==> src/rtl/uart_tx_mmio.sv <==
// Memory-mapped UART transmitter: 4-entry byte FIFO fed by CPU stores, 8N1 serializer,
// and a status word with a sticky overflow flag.
module uart_tx_mmio #(
  parameter int unsigned BAUD_DIV     = 434,
  parameter logic [31:0] TX_DATA_ADDR = 32'h1001_0024,
  parameter logic [31:0] STATUS_ADDR  = 32'h1001_0028
) (
  input  logic        clk,
  input  logic        reset,
  input  logic        memwrite,
  input  logic        memread,
  input  logic [31:0] data_address,
  input  logic [31:0] writedata,
  output logic [31:0] read_data,
  output logic        hit,
  output logic        uart_tx
);

  // state | meaning
  // IDLE  | line high, waiting for a queued byte
  // START | start bit (0) on the line
  // DATA  | data bits LSB-first, bit_idx_q selects the bit being held
  // STOP  | stop bit (1); may chain straight into the next START
  typedef enum logic [1:0] {IDLE, START, DATA, STOP} state_t;

  localparam logic [15:0] BAUD_LAST = 16'(BAUD_DIV - 1);

  state_t      state_q;
  logic [7:0]  fifo_q [4];
  logic [1:0]  wr_ptr_q, rd_ptr_q;
  logic [2:0]  count_q;
  logic        overflow_q;
  logic [15:0] baud_cnt_q;
  logic [2:0]  bit_idx_q;
  logic [7:0]  shift_q;
  logic        tx_q;

  logic push_req, push_ok, pop, full, empty, busy, status_clr, baud_done;

  wire unused_wdata = ^writedata[31:8];

  always_comb begin
    full       = (count_q == 3'd4);
    empty      = (count_q == 3'd0);
    busy       = (state_q != IDLE);
    baud_done  = (baud_cnt_q == BAUD_LAST);
    push_req   = memwrite && (data_address == TX_DATA_ADDR);
    push_ok    = push_req && !full;
    status_clr = memwrite && (data_address == STATUS_ADDR) && writedata[3];
    pop        = !empty && ((state_q == IDLE) || ((state_q == STOP) && baud_done));
  end

  always_comb begin
    read_data = 32'h0;
    if (memread && (data_address == STATUS_ADDR))
      read_data = {25'b0, count_q, overflow_q, empty, full, busy};
    hit = (data_address == TX_DATA_ADDR) || (data_address == STATUS_ADDR);
  end

  // A push into a full FIFO is dropped even if a pop frees a slot on the same edge.
  always_ff @(posedge clk or negedge reset) begin
    if (!reset) begin
      wr_ptr_q   <= 2'd0;
      rd_ptr_q   <= 2'd0;
      count_q    <= 3'd0;
      overflow_q <= 1'b0;
      for (int i = 0; i < 4; i++) fifo_q[i] <= 8'h00;
    end else begin
      if (push_ok) begin
        fifo_q[wr_ptr_q] <= writedata[7:0];
        wr_ptr_q         <= wr_ptr_q + 2'd1;
      end
      if (pop) rd_ptr_q <= rd_ptr_q + 2'd1;
      case ({push_ok, pop})
        2'b10:   count_q <= count_q + 3'd1;
        2'b01:   count_q <= count_q - 3'd1;
        default: count_q <= count_q;
      endcase
      if (push_req && full) overflow_q <= 1'b1;
      else if (status_clr)  overflow_q <= 1'b0;
    end
  end

  always_ff @(posedge clk or negedge reset) begin
    if (!reset) begin
      state_q    <= IDLE;
      tx_q       <= 1'b1;
      baud_cnt_q <= 16'd0;
      bit_idx_q  <= 3'd0;
      shift_q    <= 8'h00;
    end else begin
      case (state_q)
        IDLE: begin
          if (pop) begin
            shift_q    <= fifo_q[rd_ptr_q];
            state_q    <= START;
            tx_q       <= 1'b0;
            baud_cnt_q <= 16'd0;
          end
        end
        START: begin
          if (baud_done) begin
            state_q    <= DATA;
            bit_idx_q  <= 3'd0;
            baud_cnt_q <= 16'd0;
            tx_q       <= shift_q[0];
          end else begin
            baud_cnt_q <= baud_cnt_q + 16'd1;
          end
        end
        DATA: begin
          if (baud_done) begin
            baud_cnt_q <= 16'd0;
            if (bit_idx_q == 3'd7) begin
              state_q <= STOP;
              tx_q    <= 1'b1;
            end else begin
              shift_q   <= shift_q >> 1;
              bit_idx_q <= bit_idx_q + 3'd1;
              tx_q      <= shift_q[1];
            end
          end else begin
            baud_cnt_q <= baud_cnt_q + 16'd1;
          end
        end
        STOP: begin
          if (baud_done) begin
            baud_cnt_q <= 16'd0;
            if (pop) begin
              shift_q <= fifo_q[rd_ptr_q];
              state_q <= START;
              tx_q    <= 1'b0;
            end else begin
              state_q <= IDLE;
            end
          end else begin
            baud_cnt_q <= baud_cnt_q + 16'd1;
          end
        end
        default: begin
          state_q <= IDLE;
          tx_q    <= 1'b1;
        end
      endcase
    end
  end

  assign uart_tx = tx_q;

endmodule
==> config.mk <==
export PLATFORM = sky130hd
export DESIGN_NAME = uart_tx_mmio
export DESIGN_NICKNAME = d
export VERILOG_FILES = /design/src/rtl/uart_tx_mmio.sv
export SDC_FILE = /design/constraint.sdc
export NUM_CORES = 1
export LEC_CHECK = 0
export CORE_UTILIZATION = 49
export CTS_BUF_LIST = sky130_fd_sc_hd__clkbuf_16
export DETAILED_ROUTE_END_ITERATION = 8
export GPL_TIMING_DRIVEN = 0
export HOLD_SLACK_MARGIN = 0.02
export PLACE_DENSITY = 0.8
export SYNTH_ARGS = -nofsm -noshare
export SYNTH_HDL_FRONTEND = slang
export SYNTH_SLANG_ARGS = --single-unit
==> constraint.sdc <==
create_clock -name clk -period 3.2 [get_ports clk]
set_input_delay 0.48 -clock clk [delete_from_list [all_inputs] [get_ports clk]]
set_output_delay 0.48 -clock clk [all_outputs]
set_load 0.01 [all_outputs]
==> results by stage <==
Run status:
- The run finished with clean final reports.

Synthesis:
- Counting distinct cell types in the post-synthesis netlist gives 54.
- The portion of the post-synthesis area used by sequential elements is 0.440.
- In the post-synthesis netlist, the biggest area contributors are dfrtp_1, mux2_2, buf_4, mux4_2, ha_1.
- In this run, synthesis inferred 0 flip-flops with an integrated enable.
- The most frequent cell after synthesis is dfrtp_1.
- The synthesized area per cell is 11.1 sq um.
- Of the post-synthesis cell area, the dominant cell type holds 0.433.
- Among all flip-flop cells after synthesis, the most frequent one is dfrtp_1.
- Of all flip-flops after synthesis, the portion carrying an async set or reset was 1.00.
- The synthesized instance count is 360.
- The dominant cell type by area after synthesis is dfrtp_1.
- The flip-flop and latch count after synthesis is 70.
- The summed instance area of the synthesized netlist is 0.00399 sq mm.
- By count the netlist is led by dfrtp_1, mux2_2, buf_4, o21ai_0, nand2_1.
- The count of synthesis-stage warnings from yosys is 0.

Place:
- The worst setup slack before clock tree synthesis is 0.0348 ns.
- The count of placed standard cells including taps is 538.
- The count of port buffers added during placement is 52.
- Detailed placement finished with a half-perimeter wire length of 6.04 mm.
- The routability congestion estimate from global placement is 0.888.

Critical path:
- The maximum net fanout on the critical path is 4.
- The path type of the worst setup path is in -> out.
- STA classifies the critical path startpoint as a primary input.
- STA puts the critical path data arrival time at 2.63 ns.
- STA classifies the critical path endpoint as an output pin.
- The most numerous cell type found on the critical path is clkdlybuf4s50_1.
- The signal on the critical path passes through clkdlybuf4s50_1, nor4b_1, nand4_1, nor4_1, and2_1, clkdlybuf4s50_1.
- The register-to-register setup slack is 0.53 ns.
- The slowest stage cell on the critical path is clkdlybuf4s50_1.
- On the worst path, the slowest cell contributes a delay of 0.55 ns.
- The critical path required time is 2.72 ns.

Floorplanning:
- The core area is 0.00781 sq mm.
- The floorplan step set the die width to 92.2 microns.
- The floorplan has 32 rows.
- The die height is 92.2 microns.
- For this configuration, the core starts out at a cell density of 0.511.
- The die area is 0.00850 sq mm.
- For this design the top-level I/O count stands at 102.

Routing:
- In the routed design, unresolved DRC markers number 0.
- For this run, the detailed router's first-pass iteration total came to 4.
- The mean number of vias per cell is 5.35.
- The number of nets with antenna violations after detailed routing is 0.
- The post-detailed-routing wire length is 8.58 mm.
- In the detailed route, the total length drawn on met3 is 241 microns.
- The highest layer touched by signal routing is met4.
- The total length of routed met2 wires is 4.56 mm.
- After detailed routing, the average wire length per cell comes to 15.4 microns.
- The met1 wire length is 3.58 mm.
- The routed via count is 2972.
- After the first detailed-routing iteration, the DRC count stood at 134.

Global route:
- The largest net degree at the start of global routing is 71.
- The total global-route track usage is 0.218.
- The wire length of the first global-routing pass is 14.4 mm.
- Global routing finished with a remaining overflow of 0.
- The initial antenna violation count is 0.
- The number of global-route vias before repair is 3036.

Timing:
- Clock skew on the completed layout was measured at 0.00625 ns.
- After layout, the minimum clock period comes to 3.11 ns.
- The worst path meets setup with 0.0929 ns of slack.
- The pin slew with the least headroom to its limit is 0.874 ns.
- Headroom to the max-slew limit came out at 0.409.
- The number of max-slew violations in the final report is 0.
- Timing would allow up to 322 MHz.
- Setup violations remaining at the end of the flow were counted as 0.
- The number of endpoints with negative hold slack in the final report is 0.
- In the finished design, the share of the clock period the worst path needs comes to 0.971.
- Setup repair after global routing could not meet its margin everywhere.

Clock network:
- The TritonCTS sink count is 70.
- After clock tree synthesis, the clock-pin slew on the worst setup and hold paths is 0.06 ns.
- Counting the buffers created by CTS gives 9.
- TritonCTS built the clock tree.
- CTS placed an instance of clkbuf_16 at the clock tree root.
- The maximum buffer depth of the clock tree is 2.
- The H-tree was split into 3 levels.
- For the worst-skew pair, the clock arrives at the later sink with an insertion delay of 0.33 ns.
- In this run, post-CTS hold repair placed 0 buffers.

Flow run:
- Max-cap violations in this run came to 0.

Cells and area:
- The number of antenna diodes is 0.
- From synthesis to final layout, the design area changed by 26.8%.
- The finished layout holds 556 standard cells, fillers aside.
- The number of nets in the finished design is 532.
- The ratio of cells with drive above 1 in the final layout is 0.260.

Worst hold path:
- The worst min-delay path class is in -> async.

Power and ir drop:
- IR analysis of the VDD net gives a maximum drop of 0.300 mV.
- Summed over all cells, the static leakage comes to 2.33 nW.
- The overall power consumption is 2.03 mW.
- The total power divided by cell area is 402 mW/mm^2.
[logic make-up after synthesis]
| family | share of synthesized area |
|---|---|
| adders and majority gates | 0.0490 |
| xor gates and xnor gates | 0.0242 |
| DFF | 0.440 |
| buffers and inverters | 0.0734 |
| muxes | 0.180 |
| AOI/OAI and AO/OA | 0.0750 |
| and+or+nand+nor | 0.157 |
| other | 0.000941 |
[layer usage]
| layer | vias to the layer above | global-route usage |
|---|---|---|
| met2 | 62 | 0.387 |
| li1 | 1423 | - |
| met4 | 0 | 0.0859 |
| met5 | - | 0 |
| met3 | 20 | 0.0448 |
| met1 | 1467 | 0.256 |
[state kept, by name, summed over array words and instances (netlist names)]
name / count
state_q: 2
bit_idx_q: 3
fifo_q: 32
rd_ptr_q: 2
overflow_q: 1
count_q: 3
baud_cnt_q: 16
wr_ptr_q: 2
shift_q: 8
uart_tx: 1
[worst paths after layout]
| path | start | to | cells after the start |
|---|---|---|---|
| hold reg to reg | fifo_q[3]$_DFFE_PN0P_ | fifo_q[3]$_DFFE_PN0P_ | 1 |
| setup / recovery | data_address[26] | read_data[6] | 6 |
| min in group clk | fifo_q[3]$_DFFE_PN0P_ | fifo_q[3]$_DFFE_PN0P_ | 1 |
| max in group asynchronous | reset | bit_idx_q[1]$_DFFE_PN0P_ | 1 |
| setup reg to reg | baud_cnt_q[8]$_DFFE_PN0P_ | count_q[2]$_DFFE_PN0P_ | 10 |
| hold / removal | reset | baud_cnt_q[4]$_DFFE_PN0P_ | 1 |
[power by group]
part           switching (mW)  total (mW)  internal [mW]
clock                   0.407        1.02          0.613
combinational          0.0522       0.124         0.0715
sequential            0.00122       0.888          0.887
[placed cells by master, fill, tap and decap left out, drive strengths merged, types with 5 or more instances in the layout]
cell type / synthesis / routed
nor3: 11 / 11
dfrtp: 69 / 69
conb: 1 / 25
xnor2: 5 / 5
nor2: 17 / 17
and3: 5 / 5
a21oi: 8 / 8
nand3: 7 / 7
clkdlybuf4s50: 0 / 51
o21ai: 25 / 25
nand2: 26 / 26
xor2: 6 / 6
inv: 18 / 22
ha: 14 / 14
nor4: 9 / 9
clkbuf: 6 / 15
buf: 26 / 29
mux2: 47 / 47
nor4b: 6 / 6
nand4: 7 / 7
mux4: 8 / 8
[timing repair]
action | CTS | global route
setup endpoints to repair | 0 | 7
gates resized for setup | 0 | 3
setup buffers | 0 | 2
[critical path, delay by kind of cell]
kind	cells	cell delay [ns]
buffers and inverters	2	0.96
AND/OR/NAND/NOR	4	1.19
[stage by stage]
| stage | cell area [sq um] | hold WS [ns] | setup TNS, ns | utilization |
|---|---|---|---|---|
| 4_1_cts | 5020 | 0.299 | 0 | 0.644 |
| 3_5_place_dp | 4720 | 0.488 | 0 | 0.605 |
| 2_1_floorplan | 4080 | 0.184 | 0 | - |
| 5_1_grt | 5050 | 0.345 | -0.242 | 0.647 |
| 6_report | 5050 | 0.255 | 0 | 0.647 |
| 3_3_place_gp | 4720 | 0.482 | -45.14 | 0.605 |
[cell type report]
cell class | count | area [sq um]
Buffer | 32 | 225
Tap cell | 102 | 128
Fill cell | 610 | 2750
Clock buffer | 9 | 225
Inverter | 18 | 67.6
Sequential cell | 70 | 1750
Timing Repair Buffer | 54 | 533
Multi-Input combinational cell | 264 | 2050
Clock inverter | 7 | 77.6
Power figures use the tool's default switching activity.
